===== src/rtl/spike_rate_encoder.sv =====
// Rate encoder: turns NUM_CH unsigned intensities into Bernoulli spike trains,
// one registered spike vector per accepted step_en strobe.
module spike_rate_encoder #(
   parameter int          NUM_CH    = 8,
   parameter int          DATA_W    = 8,
   parameter int          STEP_W    = 8,
   parameter logic [15:0] LFSR_SEED = 16'hACE1
) (
   input  logic                       clk,
   input  logic                       reset,
   input  logic                       pixel_valid,
   output logic                       pixel_ready,
   input  logic [NUM_CH*DATA_W-1:0]   pixel_data,
   input  logic [STEP_W-1:0]          num_steps,
   input  logic                       step_en,
   input  logic                       clear,
   output logic [NUM_CH-1:0]          spike_out,
   output logic                       spike_valid,
   output logic                       busy,
   output logic                       done
);

   localparam logic [1:0] ST_IDLE = 2'd0;
   localparam logic [1:0] ST_RUN  = 2'd1;
   localparam logic [1:0] ST_DONE = 2'd2;

   // 16-bit Fibonacci LFSR, taps 16,14,13,11 (bit 16 = MSB).
   function automatic logic [15:0] lfsr_next(input logic [15:0] cur);
      lfsr_next = {cur[14:0], cur[15] ^ cur[13] ^ cur[12] ^ cur[10]};
   endfunction

   logic [1:0]               state_r;
   logic [1:0]               next_state_s;
   logic [STEP_W-1:0]        step_cnt_r;
   logic [STEP_W-1:0]        num_steps_r;
   logic [NUM_CH*DATA_W-1:0] data_r;
   logic [15:0]              lfsr_r [NUM_CH];
   logic [NUM_CH-1:0]        spike_s;
   logic [NUM_CH-1:0]        spike_out_r;
   logic                     spike_valid_r;
   logic                     pixel_ready_r;
   logic                     busy_r;
   logic                     done_r;
   logic                     accept_s;
   logic                     step_fire_s;
   logic [STEP_W:0]          step_cnt_inc_s;
   logic                     last_step_s;

   assign pixel_ready = pixel_ready_r;
   assign spike_out   = spike_out_r;
   assign spike_valid = spike_valid_r;
   assign busy        = busy_r;
   assign done        = done_r;

   // Handshake, step qualification and final-step detection.
   always_comb begin
      accept_s       = pixel_valid && pixel_ready_r && (state_r == ST_IDLE) && !clear;
      step_fire_s    = step_en && (state_r == ST_RUN) && !clear;
      step_cnt_inc_s = {1'b0, step_cnt_r} + {{STEP_W{1'b0}}, 1'b1};
      last_step_s    = (step_cnt_inc_s == {1'b0, num_steps_r});
   end

   // Next-state logic; clear overrides every other request.
   always_comb begin
      next_state_s = state_r;
      if (clear) begin
         next_state_s = ST_IDLE;
      end else begin
         case (state_r)
            ST_IDLE: begin
               if (accept_s) begin
                  if (num_steps == {STEP_W{1'b0}}) begin
                     next_state_s = ST_DONE;
                  end else begin
                     next_state_s = ST_RUN;
                  end
               end else begin
                  next_state_s = ST_IDLE;
               end
            end
            ST_RUN: begin
               if (step_fire_s && last_step_s) begin
                  next_state_s = ST_DONE;
               end else begin
                  next_state_s = ST_RUN;
               end
            end
            ST_DONE: next_state_s = ST_IDLE;
            default: next_state_s = ST_IDLE;
         endcase
      end
   end

   genvar g;
   generate
      for (g = 0; g < NUM_CH; g++) begin : g_ch
         // Spike when intensity strictly exceeds the low DATA_W bits of the channel LFSR.
         assign spike_s[g] = data_r[g*DATA_W +: DATA_W] > lfsr_r[g][DATA_W-1:0];

         // Per-channel LFSR; advances only on accepted steps and survives clear.
         always_ff @(posedge clk or posedge reset) begin
            if (reset) begin
               lfsr_r[g] <= LFSR_SEED ^ 16'(g + 1);
            end else if (step_fire_s) begin
               lfsr_r[g] <= lfsr_next(lfsr_r[g]);
            end else begin
               lfsr_r[g] <= lfsr_r[g];
            end
         end
      end
   endgenerate

   // State register and status outputs, all derived from the next state.
   always_ff @(posedge clk or posedge reset) begin
      if (reset) begin
         state_r       <= ST_IDLE;
         pixel_ready_r <= 1'b1;
         busy_r        <= 1'b0;
         done_r        <= 1'b0;
      end else begin
         state_r       <= next_state_s;
         pixel_ready_r <= (next_state_s == ST_IDLE);
         busy_r        <= (next_state_s == ST_RUN);
         done_r        <= (next_state_s == ST_DONE);
      end
   end

   // Sample capture and step counting.
   always_ff @(posedge clk or posedge reset) begin
      if (reset) begin
         data_r      <= {(NUM_CH*DATA_W){1'b0}};
         num_steps_r <= {STEP_W{1'b0}};
         step_cnt_r  <= {STEP_W{1'b0}};
      end else if (clear) begin
         step_cnt_r  <= {STEP_W{1'b0}};
      end else if (accept_s) begin
         data_r      <= pixel_data;
         num_steps_r <= num_steps;
         step_cnt_r  <= {STEP_W{1'b0}};
      end else if (step_fire_s) begin
         // The final step stops at num_steps, so the counter cannot wrap.
         step_cnt_r  <= step_cnt_inc_s[STEP_W-1:0];
      end else begin
         step_cnt_r  <= step_cnt_r;
      end
   end

   // Spike vector register; holds its value between steps.
   always_ff @(posedge clk or posedge reset) begin
      if (reset) begin
         spike_out_r   <= {NUM_CH{1'b0}};
         spike_valid_r <= 1'b0;
      end else begin
         spike_valid_r <= step_fire_s;
         if (step_fire_s) begin
            spike_out_r <= spike_s;
         end else begin
            spike_out_r <= spike_out_r;
         end
      end
   end

endmodule


===== config.mk =====
export PLATFORM = sky130hd
export DESIGN_NAME = spike_rate_encoder
export DESIGN_NICKNAME = d
export VERILOG_FILES = /design/src/rtl/spike_rate_encoder.sv
export SDC_FILE = /design/constraint.sdc
export NUM_CORES = 1
export LEC_CHECK = 0
export CORE_MARGIN = 5
export CORE_UTILIZATION = 52
export DETAILED_ROUTE_END_ITERATION = 8
export PLACE_DENSITY = 0.85
export SYNTH_ARGS = -nofsm -noshare
export SYNTH_HDL_FRONTEND = slang
export SYNTH_SLANG_ARGS = --single-unit

===== constraint.sdc =====
create_clock -name clk -period 7.86 [get_ports clk]
set_input_delay 1.572 -clock clk [delete_from_list [all_inputs] [get_ports clk]]
set_output_delay 1.572 -clock clk [all_outputs]
set_load 0.005 [all_outputs]

# Word-level counts from Yosys, hierarchy flattened
# Index checks and enable logic that the tools add are counted.
[word_totals]
regBits = 222
in_bits = 77
output_inout_bits = 12
elab_cells = 75
[classes]
addsub = 1
magnitude_cmp = 8
n_eq_ne = 4
n_mux = 8
bitwise = 25
reduce_logical = 12
[op_table]
columns = ["op", "count"]
rows = [
  ["$gt A8 B8 Y1", 8],
  ["$mux W8", 3],
  ["$xor A1 B1 Y1", 24],
  ["$add A8 B1 Y9 const B", 1],
  ["$eq A9 B8 Y1", 1],
  ["$logic_not A8 Y1", 1],
  ["$mux W2", 4],
  ["$logic_and A1 B1 Y1", 6],
  ["$eq A2 B1 Y1 const B", 2],
  ["$logic_not A2 Y1", 2],
  ["$pmux W2 S2", 1],
  ["$reduce_bool A3 Y1", 1],
  ["$eq A2 B2 Y1 const B", 1],
  ["$reduce_and A2 Y1", 1],
  ["$logic_not A1 Y1", 1],
  ["$not A1 Y1", 1],
]

# Longest topological paths before layout
# Gate-level depths: netlist of the first run.
[logic_depth]
depth_word = 8
depth_mapped = 8
mapped_depth_nobuf = 8

# Worst setup path before layout of the first run
# Ideal clock, no wire load.
[synth_path]
kind = "input-to-reg"
startpoint = "in clear"
endpoint = "reg busy_r, in the netlist busy"
arrival_ns = 3.024
t_required_ns = 7.738
slack_ns = 4.714
path_stages = 6
path_cell_list = "nor2_2 nand3_2 or4_1 nor4_1 nand3_1 a32o_1"
[synth_via]
elab_chain_cells = 7
[synth_rtl]
columns = ["element", "line_no", "rtl"]
rows = [
  ["start: declaration", "16", "input logic clear,"],
  ["$logic_not A1 Y1", "57, 58", ""],
  ["$logic_and A1 B1 Y1", "58", "step_fire_s = step_en && (state_r == ST_RUN) && !clear;"],
  ["$logic_and A1 B1 Y1", "82", "if (step_fire_s && last_step_s) begin"],
  ["$mux W2", "82", ""],
  ["$pmux W2 S2", "69", "case (state_r)"],
  ["$mux W2 (*)", "66", "if (clear) begin"],
  ["$eq A2 B1 Y1 (*)", "123", "busy_r <= (next_state_s == ST_RUN);"],
  ["end signal: assignment", "123", ""],
  ["end: declaration", "42", "logic busy_r;"],
]
# Every way passes the cells marked *; elsewhere a longest branch is shown, timed or not.
# A chain may end at the register's enable or synchronous reset.

# Worst setup path in the final report of the first run
# Same ends and word-level chain as after synthesis.

==> results of run 1 <==
state kept, by name (all words and copies together), names as in the netlist:
name,flops
state_r,2
done,1
spike_out,8
spike_valid,1
data_r,64
busy,1
pixel_ready,1
step_cnt_r,8
num_steps_r,8
lfsr_r,128
cells in the mapped netlist (all sizes together), types with 8 or more instances:
cell type,number
nor2b,9
mux2,64
o21a,8
nor2,24
clkbuf,31
a21o,8
dfstp,70
buf,12
nand2,269
and3,10
dfrtp,152
nand3,22
ha,65
a211oi,16
inv,70
xnor2,30
o21ai,120
worst max-delay path by stage:
stage	start	end	slack (ns)	cells past startpoint
after floorplan	reset	busy	0.33	1
after global placement	clear	busy	3.60	8
after detailed placement	clear	busy	3.46	8
after CTS	clear	busy	3.99	8
after global routing	clear	busy	3.81	8
final	clear	busy	3.96	8
power by group:
part           internal, uW  switching (uW)
clock network           852             448
logic                   514             516
registers              1580             224
kinds of logic (layout without fill, tap and decap cells):
family                     after synthesis  after routing
AOI/OAI and AO/OA                      163            163
xor gates and xnor gates                33             33
adders and majority gates               65             65
buffers and inverters                  113            206
DFF                                    222            222
muxes                                   66             66
and+or+nand+nor                        341            341
per-layer routing:
metal / vias to the layer above / part of all wire (%) / track usage (%)
met4: 0 / 2.2 / 4.48
met3: 36 / 4.6 / 3.04
li1: 3448 / - / -
met5: - / 0 / 0
met2: 160 / 49 / 30.3
met1: 3472 / 44 / 23.5
critical path: stages:
cell                              delay [ns]
sky130_fd_sc_hd__clkdlybuf4s50_1        0.47
sky130_fd_sc_hd__nor2_2                 0.22
sky130_fd_sc_hd__nand3_4                0.09
sky130_fd_sc_hd__buf_4                  0.43
sky130_fd_sc_hd__or4_1                  0.63
sky130_fd_sc_hd__nor4_1                 0.37
sky130_fd_sc_hd__nand3_1                0.19
sky130_fd_sc_hd__a32o_1                 0.30
per-stage QoR:
| step | setup WS, ns | cell area, um^2 | cells |
|---|---|---|---|
| floorplan | 0.326 | 10200 | 1003 |
| global placement | 3.60 | 11300 | 1317 |
| detailed placement | 3.46 | 11300 | 1317 |
| CTS | 3.99 | 12300 | 1361 |
| global route | 3.81 | 12300 | 1361 |
| finish | 3.96 | 12300 | 1361 |
area by class of cell:
class,count,area [um^2],share of cell area [%]
sequential,222,5640,45.9
clock inverter,10,210,1.71
timing repair buffer,92,923,7.51
tap,265,332,2.70
multi-input combinational,668,4170,33.9
inverter,70,273,2.22
clock buffer,34,739,6.02
==> results.rst, run 1 <==
.. list-table::
   :header-rows: 1

   * - Metric
     - Value
   * - Largest family of logic cells by synthesized area
     - simple AND/OR/NAND/NOR gates
   * - Clock tree from TritonCTS
     - yes
   * - Worst flop-to-flop path endpoint
     - busy
   * - XOR/XNOR Fraction of Synth Area
     - 2.82%
   * - Hold WS
     - 0.459 ns
   * - Highest fanout seen on the critical path
     - 105
   * - Worst clock skew on the final layout
     - 0.0116 ns
   * - Post-synthesis share of cell area spent on full adders, half adders and majority gates
     - 7.94%
   * - Width of the die
     - 150 um
   * - All-layer global routing usage
     - 17.7%
   * - Clock latency reported for the late side of the worst-skew pair
     - 0.51 ns
   * - Largest net degree at the start of global routing
     - 161
   * - Ys async rst share
     - 100%
   * - Number of antenna-violating nets in the routed design
     - 0
   * - Count of buffers inserted at the top-level ports
     - 88
   * - IO Pins
     - 89
   * - Unrepaired setup endpoints after global routing
     - false
   * - Cts bufs inserted
     - 24
   * - Hold violation count in the final report
     - 0
   * - Multiplexer share of the synthesized area
     - 7.23%
   * - Number of filler instances in the final layout
     - 1526
   * - Commonest non-fill, non-tap cell in the layout
     - sky130_fd_sc_hd__nand2_1
   * - Post-DP HPWL
     - 12.5 mm
   * - Via count of the first global-routing pass
     - 7269
   * - DR pass1 iterations
     - 5
   * - Final weighted congestion in routability-driven placement
     - 0.846
   * - Detailed-route wire length
     - 19.4 mm
   * - Min Clock Period, post-route
     - 3.90 ns
   * - Path type of the worst setup path
     - primary input to register
   * - Diode insertion count for antenna repair
     - 0
   * - Endpoint kind of the worst setup timing path
     - register
   * - Beginning of the worst hold path
     - lfsr_r[91]
   * - Commonest cells after routing, fill and taps aside
     - 269 x sky130_fd_sc_hd__nand2_1, 152 x sky130_fd_sc_hd__dfrtp_1, 88 x sky130_fd_sc_hd__clkdlybuf4s50_1
   * - Summed negative setup slack over all endpoints
     - 0 ns
   * - Area growth, synth to finish
     - 20.0%
   * - Net count after synthesis
     - 1145
   * - CTS max path bufs
     - 3
   * - Number of instances resized during post-cts repair
     - 0
   * - Utilization of the core after routing
     - 63.3%
   * - Htree depth
     - 1
   * - Worst Hold End
     - lfsr_r[91]
   * - Core box area
     - 0.0194 mm^2
   * - Result of the run
     - finished, final reports clean
   * - Startpoint Class
     - primary input
   * - Number of enable flip-flop cells after synthesis
     - 0
   * - Starting Density
     - 52.8%
   * - Cell count of the worst hold path
     - 2
   * - Total overflow reported by the global router
     - 0
   * - Post-synthesis cell type with the largest combined area
     - sky130_fd_sc_hd__dfrtp_1
   * - Yosys top cell area share
     - 37.1%
   * - Register bit count reported by yosys
     - 222
   * - Number of setup buffers added after CTS
     - 0
   * - Number of synthesis warnings
     - 0
   * - VDD IR-drop max
     - 0.205 mV
   * - Wire length of the first global-routing pass
     - 33.6 mm
   * - Maximum clock frequency
     - 257 MHz
   * - Vertical extent of the die
     - 150 um
   * - Layout cells sized above 1
     - 12.0%
   * - Min-Delay Path Class
     - register to register
   * - Mean post-synth cell area
     - 10.2 um^2
   * - Worst Reg2Reg Path Length in Cells
     - 7
   * - Vias post-DR
     - 7116
   * - Required arrival time at the worst endpoint
     - 8.26 ns
   * - Root cell of the clock tree
     - sky130_fd_sc_hd__clkbuf_16
   * - Worst EP arrival
     - 4.29 ns
   * - Number of antenna violations at the first check in global routing
     - 0
   * - Post-synthesis cell type count
     - 38
   * - Setup Viol. Count Final
     - 0
   * - Routed wire per std cell
     - 14.2 um
   * - Static power due to leakage
     - 0.00555 uW
   * - Mapped cell area
     - 0.0102 mm^2
   * - Reg2Reg Launch Point
     - state_r[1]
   * - Basic-gate share of the synthesized area counting and, or, nand and nor cells
     - 13.5%
   * - Power density over the cells
     - 337 mW/mm^2
   * - Max_cap viols
     - 0
   * - Total power
     - 4140 uW
   * - Cts hold-fix bufs
     - 0
   * - Vias per cell
     - 5.23
   * - Post-synthesis compound-gate area fraction
     - 9.03%
   * - Top area cells in the synthesized netlist
     - sky130_fd_sc_hd__dfrtp_1 37%, sky130_fd_sc_hd__dfstp_2 18%, sky130_fd_sc_hd__nand2_1 9.9%, sky130_fd_sc_hd__ha_1 7.9%, sky130_fd_sc_hd__mux2_1 6.2%
   * - Part of the cycle the worst path needs
     - 49.6%
   * - Slew of the pin with the lowest slew margin
     - 1.06 ns
   * - Nets
     - 1220
   * - Primary FF master, synth
     - sky130_fd_sc_hd__dfrtp_1
   * - Count of routing violations after the opening detailed-route iteration
     - 528
   * - Reg clk slew, reported paths
     - 0.06 ns
   * - Floorplan die area
     - 0.0226 mm^2
   * - Setup slack of the worst register-to-register path
     - 5.08 ns
   * - Relative max-transition margin
     - 29.0%
   * - Slew Viols, Final
     - 0
   * - Rows
     - 51
   * - DR DRC count
     - 0
   * - Post-Syn Instances
     - 1003
   * - Post-synthesis sequential area ratio
     - 55.1%
   * - Clock sink total
     - 222
Note: power is estimated with default switching activity, not from simulation.
==> run 2, diff against run 1 <==
==> constraint.sdc (replaced) <==
create_clock -name clk -period 3.2 [get_ports clk]
set_input_delay 0.64 -clock clk [delete_from_list [all_inputs] [get_ports clk]]
set_output_delay 0.64 -clock clk [all_outputs]
set_load 0.005 [all_outputs]
==> run 2 against run 1 <==
  * Sequential power up 140%
  * Critical path type is now register to register
  * Combinational power up 150%
  * First-iteration DRC count down 16%
  * Sequential share of layout area up 0.29 points
  * Largest power group unchanged
  * Register-to-register slack worse by 4.3 ns
  * Clock skew down 0.0032 ns
  * Setup slack worse by 3.2 ns
  * Sequential cell count unchanged
  * Global-route usage about the same
  * Wire length up 0.21%
  * Power up 130%
==> results.rst, run 2 (synthesis gave the netlist of run 1 again) <==
.. list-table::
   :header-rows: 1

   * - Metric
     - Value
   * - Commonest cells after routing, fill and taps aside
     - 269 x sky130_fd_sc_hd__nand2_1, 152 x sky130_fd_sc_hd__dfrtp_1, 88 x sky130_fd_sc_hd__clkdlybuf4s50_1
   * - Required arrival time at the worst endpoint
     - 3.58 ns
   * - Standard cell area after detailed placement
     - 0.0114 mm^2
   * - Htree depth
     - 1
   * - Vias post-DR
     - 7076
   * - Reg2Reg Launch Point
     - step_cnt_r[0]
   * - Largest register by flop count
     - lfsr_r
   * - Final weighted congestion in routability-driven placement
     - 0.836
   * - Result of the run
     - finished, final reports clean
   * - Endpoint kind of the worst setup timing path
     - register
   * - Number of instances resized during post-cts repair
     - 0
   * - Highest fanout seen on the critical path
     - 6
   * - Total power
     - 9640 uW
   * - Clock sink total
     - 222
   * - Total overflow reported by the global router
     - 0
   * - Min-Delay Path Class
     - register to register
   * - Cell with the biggest individual delay on the critical path
     - sky130_fd_sc_hd__or4_1
   * - Core box area
     - 0.0194 mm^2
   * - Met1 Routed Length
     - 8.61 mm
   * - Post-DP HPWL
     - 13.1 mm
   * - Floorplan die area
     - 0.0226 mm^2
   * - DR WL met2
     - 9.59 mm
   * - CTS max path bufs
     - 3
   * - Commonest non-fill, non-tap cell in the layout
     - sky130_fd_sc_hd__nand2_1
   * - VDD IR-drop max
     - 0.493 mV
   * - Reg clk slew, reported paths
     - 0.06 ns
   * - Rows
     - 51
   * - Clock latency reported for the late side of the worst-skew pair
     - 0.50 ns
   * - Worst slack, placed
     - 0.330 ns
   * - Number of filler instances in the final layout
     - 1537
   * - Diode insertion count for antenna repair
     - 0
   * - Power density over the cells
     - 789 mW/mm^2
   * - Static power due to leakage
     - 0.00551 uW
   * - IO Pins
     - 89
   * - Relative max-transition margin
     - 32.4%
   * - Cell count of the worst hold path
     - 2
   * - Startpoint Class
     - register
   * - Worst clock skew on the final layout
     - 0.00847 ns
   * - Number of setup buffers added after CTS
     - 0
   * - Slew Viols, Final
     - 0
   * - Vertical extent of the die
     - 150 um
   * - Number of antenna violations at the first check in global routing
     - 0
   * - Count of routing violations after the opening detailed-route iteration
     - 441
   * - Clock tree from TritonCTS
     - yes
   * - Number of flip-flops under the largest register name
     - 128
   * - Largest stage delay, worst path
     - 0.48 ns
   * - Detailed-route wire length
     - 19.4 mm
   * - Hold WS
     - 0.460 ns
   * - Slew of the pin with the lowest slew margin
     - 1.01 ns
   * - Starting Density
     - 52.8%
   * - Via count of the first global-routing pass
     - 7260
   * - Registers with the highest flip-flop counts
     - lfsr_r: 128 flops, data_r: 64 flops
   * - Root cell of the clock tree
     - sky130_fd_sc_hd__clkbuf_16
   * - DR DRC count
     - 0
   * - Worst Reg2Reg Path Length in Cells
     - 7
   * - Unrepaired setup endpoints after global routing
     - false
   * - Min Clock Period, post-route
     - 2.45 ns
   * - DR pass1 iterations
     - 6
   * - Worst Hold End
     - lfsr_r[75]
   * - Summed negative setup slack over all endpoints
     - 0 ns
   * - Nets
     - 1228
   * - Beginning of the worst hold path
     - lfsr_r[75]
   * - Setup Viol. Count Final
     - 0
   * - Area growth, synth to finish
     - 19.2%
   * - Cells along the critical path
     - ha_1 -> xnor2_1 -> nand2_1 -> or4_1 -> nor4_1 -> nand3_1 -> a32o_1
   * - Path type of the worst setup path
     - register to register
   * - Top Layer Used
     - met4
   * - Worst EP arrival
     - 2.83 ns
   * - Part of the cycle the worst path needs
     - 76.7%
   * - Met3 WL post-DR
     - 812 um
   * - Number of antenna-violating nets in the routed design
     - 0
   * - Cts hold-fix bufs
     - 0
   * - Wire length of the first global-routing pass
     - 33.5 mm
   * - Vias per cell
     - 5.17
   * - All-layer global routing usage
     - 17.7%
   * - Max_cap viols
     - 0
   * - Worst setup margin
     - 0.747 ns
   * - Count of buffers inserted at the top-level ports
     - 88
   * - Finished Cell Area
     - 0.0122 mm^2
   * - Largest net degree at the start of global routing
     - 113
   * - Cts bufs inserted
     - 24
   * - Routed wire per std cell
     - 14.2 um
   * - Hold violation count in the final report
     - 0
   * - Setup slack of the worst register-to-register path
     - 0.75 ns
   * - Layout cells sized above 1
     - 11.9%
   * - Maximum clock frequency
     - 408 MHz
   * - Worst flop-to-flop path endpoint
     - busy
   * - Width of the die
     - 150 um
## run 2: per-stage QoR
step           utilization, %  cells
2_1_floorplan               -   1003
3_3_place_gp             59.0   1325
3_5_place_dp             59.0   1325
4_1_cts                  62.9   1369
5_1_grt                  62.9   1369
6_report                 62.9   1369
## run 2: where the power goes
part	total [uW]	switching [uW]	leakage [uW]	internal, uW
Clock	2660	1070	0.000370	1590
Sequential	4430	545	0.00263	3890
Combinational	2540	1270	0.00251	1270
Total	9640	2890	0.00551	6740
## run 2: how the worst max path moves through the flow
stage                       start    to  cells after the start
finish              step_cnt_r[0]  busy                      7
detailed placement          clear  busy                      7
global placement            clear  busy                      7
floorplan                   reset  busy                      1
CTS                 step_cnt_r[0]  busy                      7
global route        step_cnt_r[0]  busy                      7
## run 2: area by class of cell
cell class / count / area (um^2) / share of cell area [%]
Clock buffer: 37 / 701 / 5.74
Multi-Input combinational cell: 668 / 4170 / 34.1
Tap cell: 265 / 332 / 2.72
Sequential cell: 222 / 5640 / 46.2
Clock inverter: 7 / 65.1 / 0.533
Timing Repair Buffer: 100 / 1030 / 8.46
Inverter: 70 / 269 / 2.20
## run 2: routing by layer
metal | global-route usage (%) | up-vias
met3 | 3.04 | 33
met5 | 0 | -
met2 | 30.8 | 128
met1 | 23.3 | 3438
met4 | 4.07 | 0
li1 | - | 3477
## run 2: critical path: cells and delay by family, from the launching register on
kind | cells | cell delay, ns
and+or+nand+nor | 4 | 1.07
adders and majority gates | 1 | 0.35
AOI/OAI and AO/OA | 1 | 0.31
DFF | 1 | 0.43
xor gates and xnor gates | 1 | 0.17
